File: src/rtl/display_scan_ctrl.sv
// rtl/display_scan_ctrl.sv - 4-digit multiplexed 7-segment scan controller
// Prescaled digit dwell, 1-entry update buffer swapped only at frame boundaries, leading-zero blanking.
module display_scan_ctrl #(
  parameter int DIV   = 50000,
  parameter int CNT_W = 16
) (
  input  logic        clk,
  input  logic        reset,
  input  logic        enable,
  input  logic        upd_valid,
  input  logic [15:0] upd_data,
  output logic        upd_ready,
  input  logic        lz_blank,
  output logic [3:0]  digit,
  output logic [3:0]  anode,
  output logic        frame_done
);

  typedef enum logic [1:0] {PH_D0, PH_D1, PH_D2, PH_D3} phase_e;

  localparam logic [CNT_W-1:0] CNT_MAX = CNT_W'(DIV - 1);
  localparam logic [CNT_W-1:0] CNT_ONE = {{(CNT_W-1){1'b0}}, 1'b1};

  logic [CNT_W-1:0] cnt_q, cnt_d;
  phase_e           phase_q, phase_d;
  logic [15:0]      shown_q, shown_d;
  logic [15:0]      pend_q, pend_d;
  logic             pend_full_q, pend_full_d;
  logic             run_q, run_d;
  logic [3:0]       digit_q, digit_d;
  logic [3:0]       anode_q, anode_d;
  logic             frame_done_q, frame_done_d;

  logic             tick;
  logic             boundary;
  logic             accept;
  logic [3:0]       lead_zero;
  logic [3:0]       anode_sel;
  logic             blank;

  always_comb begin
    cnt_d        = cnt_q;
    phase_d      = phase_q;
    shown_d      = shown_q;
    pend_d       = pend_q;
    pend_full_d  = pend_full_q;
    run_d        = enable;
    frame_done_d = 1'b0;
    digit_d      = 4'h0;
    anode_sel    = 4'b1111;

    tick     = (cnt_q == CNT_MAX);
    boundary = enable && run_q && tick && (phase_q == PH_D3);
    accept   = upd_valid && !pend_full_q;

    if (!enable) begin
      // Dark display has no frames to tear, so a pending value goes straight to shown.
      cnt_d   = '0;
      phase_d = PH_D0;
      if (pend_full_q) begin
        shown_d     = pend_q;
        pend_full_d = 1'b0;
      end
    end else if (!run_q) begin
      // First enabled edge lights D0 with cnt at 0, giving it a full dwell.
      cnt_d   = '0;
      phase_d = PH_D0;
    end else begin
      cnt_d = tick ? '0 : cnt_q + CNT_ONE;
      if (tick) phase_d = phase_e'(phase_q + 2'd1);
      if (boundary) begin
        frame_done_d = 1'b1;
        if (pend_full_q) begin
          shown_d     = pend_q;
          pend_full_d = 1'b0;
        end
      end
    end

    // Only possible while the buffer is empty, so it never collides with a transfer.
    if (accept) begin
      pend_d      = upd_data;
      pend_full_d = 1'b1;
    end

    lead_zero[0] = (shown_d[15:12] == 4'h0);
    lead_zero[1] = lead_zero[0] && (shown_d[11:8] == 4'h0);
    lead_zero[2] = lead_zero[1] && (shown_d[7:4] == 4'h0);
    lead_zero[3] = 1'b0;

    case (phase_d)
      PH_D0: begin digit_d = shown_d[15:12]; anode_sel = 4'b0111; end
      PH_D1: begin digit_d = shown_d[11:8];  anode_sel = 4'b1011; end
      PH_D2: begin digit_d = shown_d[7:4];   anode_sel = 4'b1101; end
      default: begin digit_d = shown_d[3:0]; anode_sel = 4'b1110; end
    endcase

    blank   = lz_blank && lead_zero[phase_d];
    anode_d = (!enable || blank) ? 4'b1111 : anode_sel;
  end

  always_ff @(posedge clk or negedge reset) begin
    if (!reset) begin
      cnt_q        <= '0;
      phase_q      <= PH_D0;
      shown_q      <= 16'h0000;
      pend_q       <= 16'h0000;
      pend_full_q  <= 1'b0;
      run_q        <= 1'b0;
      digit_q      <= 4'h0;
      anode_q      <= 4'b1111;
      frame_done_q <= 1'b0;
    end else begin
      cnt_q        <= cnt_d;
      phase_q      <= phase_d;
      shown_q      <= shown_d;
      pend_q       <= pend_d;
      pend_full_q  <= pend_full_d;
      run_q        <= run_d;
      digit_q      <= digit_d;
      anode_q      <= anode_d;
      frame_done_q <= frame_done_d;
    end
  end

  assign upd_ready  = !pend_full_q;
  assign digit      = digit_q;
  assign anode      = anode_q;
  assign frame_done = frame_done_q;

endmodule
File: config.mk
export PLATFORM = sky130hd
export DESIGN_NAME = display_scan_ctrl
export DESIGN_NICKNAME = d
export VERILOG_FILES = /design/src/rtl/display_scan_ctrl.sv
export SDC_FILE = /design/constraint.sdc
export NUM_CORES = 1
export LEC_CHECK = 0
export BUFFER_PORTS_ARGS = -buffer_cell sky130_fd_sc_hd__clkbuf_2
export CORE_MARGIN = 4
export CORE_UTILIZATION = 52
export DETAILED_ROUTE_END_ITERATION = 16
export PLACE_DENSITY = 0.75
export SETUP_SLACK_MARGIN = 0.02
export SLEW_MARGIN = 20
export SYNTH_ARGS = -nofsm -noshare
export SYNTH_HDL_FRONTEND = slang
export SYNTH_SLANG_ARGS = --single-unit
File: constraint.sdc
create_clock -name clk -period 2 [get_ports clk]
set_input_delay 0.2 -clock clk [delete_from_list [all_inputs] [get_ports clk]]
set_output_delay 0.2 -clock clk [all_outputs]
set_load 0.02 [all_outputs]
=== Word level (Yosys, flattened, before mapping) ===
Cells that the tools add are included.

* Register bits after elaboration: 61
* Word-level logic and storage cells: 55
* Bits of input ports: 21

* Reductions and logical operators: 15
* Order comparisons: 1
* Add/sub/neg operators: 2
* Equal/unequal tests: 6
* Mux-type cells: 22

{| class="wikitable"
|+ Operator list
! cell !! number
|-
| $mux 16 || 7
|-
| $pmux 4 s3 || 2
|-
| $add 16x1->16 const B || 1
|-
| $eq 16x16->1 const B || 1
|-
| $logic_not 4->1 || 3
|-
| $mux 1 || 8
|-
| $logic_and 1x1->1 || 7
|-
| $mux 2 || 3
|-
| $ne 3x1->1 const B || 2
|-
| $eq 2x2->1 const B || 2
|-
| $mux 4 || 1
|-
| $lt 2x3->1 const B || 1
|-
| $add 2x1->2 const B || 1
|-
| $bmux 1 s2 || 1
|-
| $eq 2x1->1 const B || 1
|-
| $logic_not 1->1 || 2
|-
| $logic_not 2->1 || 1
|-
| $reduce_and 2->1 || 1
|-
| $logic_or 1x1->1 || 1
|}

=== Depth between registers and ports, before layout ===
* Depth after elaboration: 14
* Mapped depth: 8

=== Worst setup path after synthesis ===
OpenSTA, ideal clock, no wires.

* Path type: flip-flop to flip-flop
* From: register cnt_q[0]
* To: register digit_q[0], in the netlist digit[0]
* Stages on the path, launching flop included: 9
* Clock period less this slack: 2.113 ns
* Path buffers: 1
* Arrival: 1.992 ns
* Slack: -0.113 ns
* Path through: dfrtp_1 -> ha_1 -> and3_1 -> and2_1 -> a31oi_2 -> buf_6 -> mux2_4 -> a21bo_1 -> o22a_1

* Cells in the longest elaborated chain, start to end: 7
* Elaborated cells between the ends (all ways): 13
* Classes of those cells: 3 x eq/ne; 7 x mux; 3 x reduce/logical

{| class="wikitable"
|+ RTL lines
! item !! RTL line !! source
|-
| start: declaration || 24 || <nowiki>logic [CNT_W-1:0] cnt_q, cnt_d;</nowiki>
|-
| start signal: assignment || 114 || <nowiki>cnt_q <= cnt_d;</nowiki>
|-
| $eq 16x16->1 || 52 || <nowiki>tick = (cnt_q == CNT_MAX);</nowiki>
|-
| $logic_and 1x1->1 (2 in series) || 53 || <nowiki>boundary = enable && run_q && tick && (phase_q == PH_D3);</nowiki>
|-
| $mux 16 || 71 || <nowiki>if (boundary) begin</nowiki>
|-
| $mux 16 || 64 || <nowiki>end else if (!run_q) begin</nowiki>
|-
| $mux 16 || 56 || <nowiki>if (!enable) begin</nowiki>
|-
| via shown_d[12] || 26 || <nowiki>logic [15:0] shown_q, shown_d;</nowiki>
|-
| $pmux 4 s3 || 91 || <nowiki>case (phase_d)</nowiki>
|-
| via digit_d[0] || 30 || <nowiki>logic [3:0] digit_q, digit_d;</nowiki>
|-
| end signal: assignment || 120 || <nowiki>digit_q <= digit_d;</nowiki>
|-
| end: declaration || 30 ||
|}

The timed path passes the listed nets, and every way through them passes these cells.
A chain may end at the register's enable or synchronous reset.

=== Worst setup path in the final report ===
* From: register cnt_q[4]
* To: register anode_q[1], in the netlist anode[1]

* Cells in the longest elaborated chain, start to end: 14
* Elaborated cells between the ends (all ways): 23
* Classes of those cells: 3 x eq/ne; 10 x mux; 10 x reduce/logical

{| class="wikitable"
|+ RTL lines
! item !! RTL line !! source
|-
| $eq 16x16->1 (*) || 52 ||
|-
| $logic_and 1x1->1 (2 in series) || 53 ||
|-
| $mux 16 || 71 ||
|-
| $mux 16 || 64 ||
|-
| $mux 16 || 56 ||
|-
| $logic_not 4->1, on equally long branches || 86, 87 ||
|-
| $logic_and 1x1->1 || 87 || <nowiki>lead_zero[1] = lead_zero[0] && (shown_d[11:8] == 4'h0);</nowiki>
|-
| $logic_and 1x1->1 || 88 || <nowiki>lead_zero[2] = lead_zero[1] && (shown_d[7:4] == 4'h0);</nowiki>
|-
| $bmux 1 s2 || 98 || <nowiki>blank = lz_blank && lead_zero[phase_d];</nowiki>
|-
| $mux 1 (implied by the code) || 98 ||
|-
| $logic_and 1x1->1 || 98 ||
|-
| $logic_or 1x1->1 || 99 || <nowiki>anode_d = (!enable || blank) ? 4'b1111 : anode_sel;</nowiki>
|-
| $mux 4 (*) || 99 ||
|-
| via anode_d[1] || 31 || <nowiki>logic [3:0] anode_q, anode_d;</nowiki>
|-
| end signal: assignment || 121 || <nowiki>anode_q <= anode_d;</nowiki>
|-
| end: declaration || 31 ||
|}

The timed path passes the listed nets; every way through them passes the cells marked *. The select of a mux whose other input is x is not followed.

==> run_results.csv <==
group,metric,value,unit
floorplanning,dieArea,6520,µm²
synth,yosys_warnings,0,
detailed_routing,drc,0,
setup_path,arrival,2.40,ns
clock_network,clkTransAtPathRegs,0.08,ns
clock_network,clock-root-buffer,"clkbuf_8",
synth,synth.top_cell.area_share,51.8,%
sta,min_period,2.15,ns
finish,diodes,0,
detailed_routing,dr.first_iter.drc_count,204,
sta,setup_ws,-0.146,ns
detailed_routing,routed-via-count,2126,
sta,maxSlewViolCount,0,
sta,hold-worst-slack,0.0522,ns
finish,final_common_cell,"dfrtp_1",
synth,synth.cell_area,2750,µm²
floorplanning,fp.dieW,80.8,µm
synth,synth_cell_type_count,39,
grt,grt_pass1_vias,2039,
grt,grt_usage,19.5,%
clock_network,cts_buffers,9,
place,place.gp.congestion,0.935,
detailed_routing,routed_wl,6460,µm
detailed_routing,drtPass1Iterations,4,
setup_path,worstSetupPathType,"flop to flop",
sta,finClkSkew,0.0117,ns
sta,relSlewSlack,69.7,%
detailed_routing,via_per_inst,5.49,
sta,rsz0062_at_grt,"true",
grt,grt_pass1_wl,9650,µm
synth,synth-seq-area-share,55.6,%
sta,setup_viol,7,
job,cap_violations,0,
clock_network,cts_max_level,3,
synth,syn_nets,261,
grt,antenna_found_initial,0,
synth,synth_top_area_cell,"dfrtp_1",
sta,finalSetupTns,-0.552,ns
floorplanning,core_area,5110,µm²
setup_path,critPathLaunchType,"flop",
grt,grt_max_degree,36,
floorplanning,initial_core_util,53.9,%
pwr,powerDensity,927,nW/µm²
setup_path,cp_max_fo,4,
place,port-buffer-count,30,
min_path,hold_class,"input pin to flop",
place,hpwl,4000,µm
finish,fin_area,3670,µm²
finish,area_growth,33.5,%
sta,worst_slew_pin_slew,0.455,ns
sta,post-route-period-util,107,%
setup_path,crit_path_end_kind,"flop",
sta,fmax,466,MHz
clock_network,cts_tree,"done",
floorplanning,die_h,80.8,µm
synth,ys_ff_latch,61,
synth,synth_area_leaders,"dfrtp_1 (52%), mux2_2 (9.4%), dfstp_2 (3.8%), mux2i_1 (3.3%), xor2_1 (3.2%)",
setup_path,worstPathRequired,2.25,ns
clock_network,clock_latency,0.35,ns
outcome,status,"finished with violations",
detailed_routing,postRouteAntennaNets,0,
finish,layout_common_cells,"dfrtp_1 (57), buf_4 (32), clkbuf_2 (30), mux2_2 (23), nor2_1 (21)",
finish,nets,335,
detailed_routing,wire_per_inst,16.7,µm
pwr,p_leak,0.00165,µW
clock_network,clock-sinks,61,
floorplanning,rows,26,
pwr,ir_drop,0.572,mV
outcome,violations,"negative setup slack",
synth,avgSynthCellArea,11.6,µm²
clock_network,cts_buffer_depth,2,
grt,gr-total-overflow,0,
floorplanning,io_pins,31,
synth,syn_inst,238,
finish,layout-drive-gt1-share,45.1,%
sta,final_hold_viol_count,0,
pwr,finalPower,3410,µW
place,dpl_cell_area,3230,µm²
[through the flow]
step           setup slack, ns  util, %  instances
6_report                -0.146     71.9        387
5_1_grt                 -0.282     71.9        387
4_1_cts                -0.0531     69.7        383
3_5_place_dp            -0.134     63.3        362
3_3_place_gp          -0.00287     63.3        362
2_1_floorplan           0.0263        -        238
[area by class of cell]
type	instances	area, µm²
Fill cell	349	1430
Tap cell	70	87.6
Sequential cell	61	1530
Clock inverter	7	75.1
Clock buffer	9	124
Timing Repair Buffer	71	547
Multi-Input combinational cell	157	1260
Inverter	12	45.0
[cells in the mapped netlist]
library cell   n
nor3b_1        1
mux2i_1        9
a31oi_1        2
mux2_4         2
o21ai_0        4
nor3_1         5
nand3_1       10
a31o_2         1
buf_6          1
a22oi_1        2
o21bai_1       1
dfstp_2        4
nor4_4         1
o21ai_2        1
nor2_1        22
mux2_2        23
nand3b_1       3
nand2_1       13
clkbuf_1       5
nor4_1         7
and2_1         2
buf_4          2
a21oi_1        5
dfrtp_1       57
and4_4         1
a31oi_2        1
o2bb2ai_1      1
xor2_1        10
o22ai_1        2
nand4_1        6
a21bo_1        1
o22a_1         3
o31ai_1        1
nor2b_1        1
inv_1         12
xnor2_1        3
or3_1          3
ha_1           2
and3_1         8
[where the power goes]
group	internal, µW	switching, µW
Sequential	1490	155
Clock	578	513
Combinational	346	325
Total	2410	993
[cells by family after synthesis]
group | share of synthesized area [%]
and+or+nand+nor | 15.9
adders and majority gates | 0.909
muxes | 13.8
AOI/OAI and AO/OA | 6.36
DFF | 55.6
xor gates and xnor gates | 4.14
buffers and inverters | 3.27
[critical path, cell delays in order, from the launching register on]
cell and delay, ns:
dfrtp_1 0.43, nor4_4 0.31, buf_4 0.16, nand4_1 0.11, buf_6 0.16, or3_4 0.41, nand3_2 0.10, a22oi_2 0.11
o31ai_1 0.26
[repair_timing]
action | CTS | global route
setup endpoints to repair | 7 | 10
setup buffers | 3 | 3
hold endpoints to repair | 37 | 0
gates resized for setup | 16 | 14
hold buffers | 1 | 0
pin swaps | 5 | 10
gates cloned | 1 | 1
[registers in the layout, indices dropped and copies added, names as in the netlist]
signal       flops
anode            4
cnt_q           16
digit            4
frame_done       1
pend_full_q      1
pend_q          16
phase_q          2
run_q            1
shown_q         16
[layer usage]
layer	vias to the layer above	track usage (%)	wire length, µm
met5	-	0	0
met4	0	9.63	156
met3	15	4.21	371
met2	72	28.1	3060
met1	1043	27.8	2870
li1	996	-	-
[worst paths after layout]
kind	cells after the start	start	to	slack, ns
min in group asynchronous	2	reset	cnt_q[14]	0.26
max in group asynchronous	3	reset	pend_q[13]	1.21
max reg2reg	8	cnt_q[4]	anode[1]	-0.15
min reg2reg	1	shown_q[1]	shown_q[1]	0.51
max	8	cnt_q[4]	anode[1]	-0.15
min	1	enable	run_q	0.05
No activity file was read; power rests on OpenSTA's default activity.
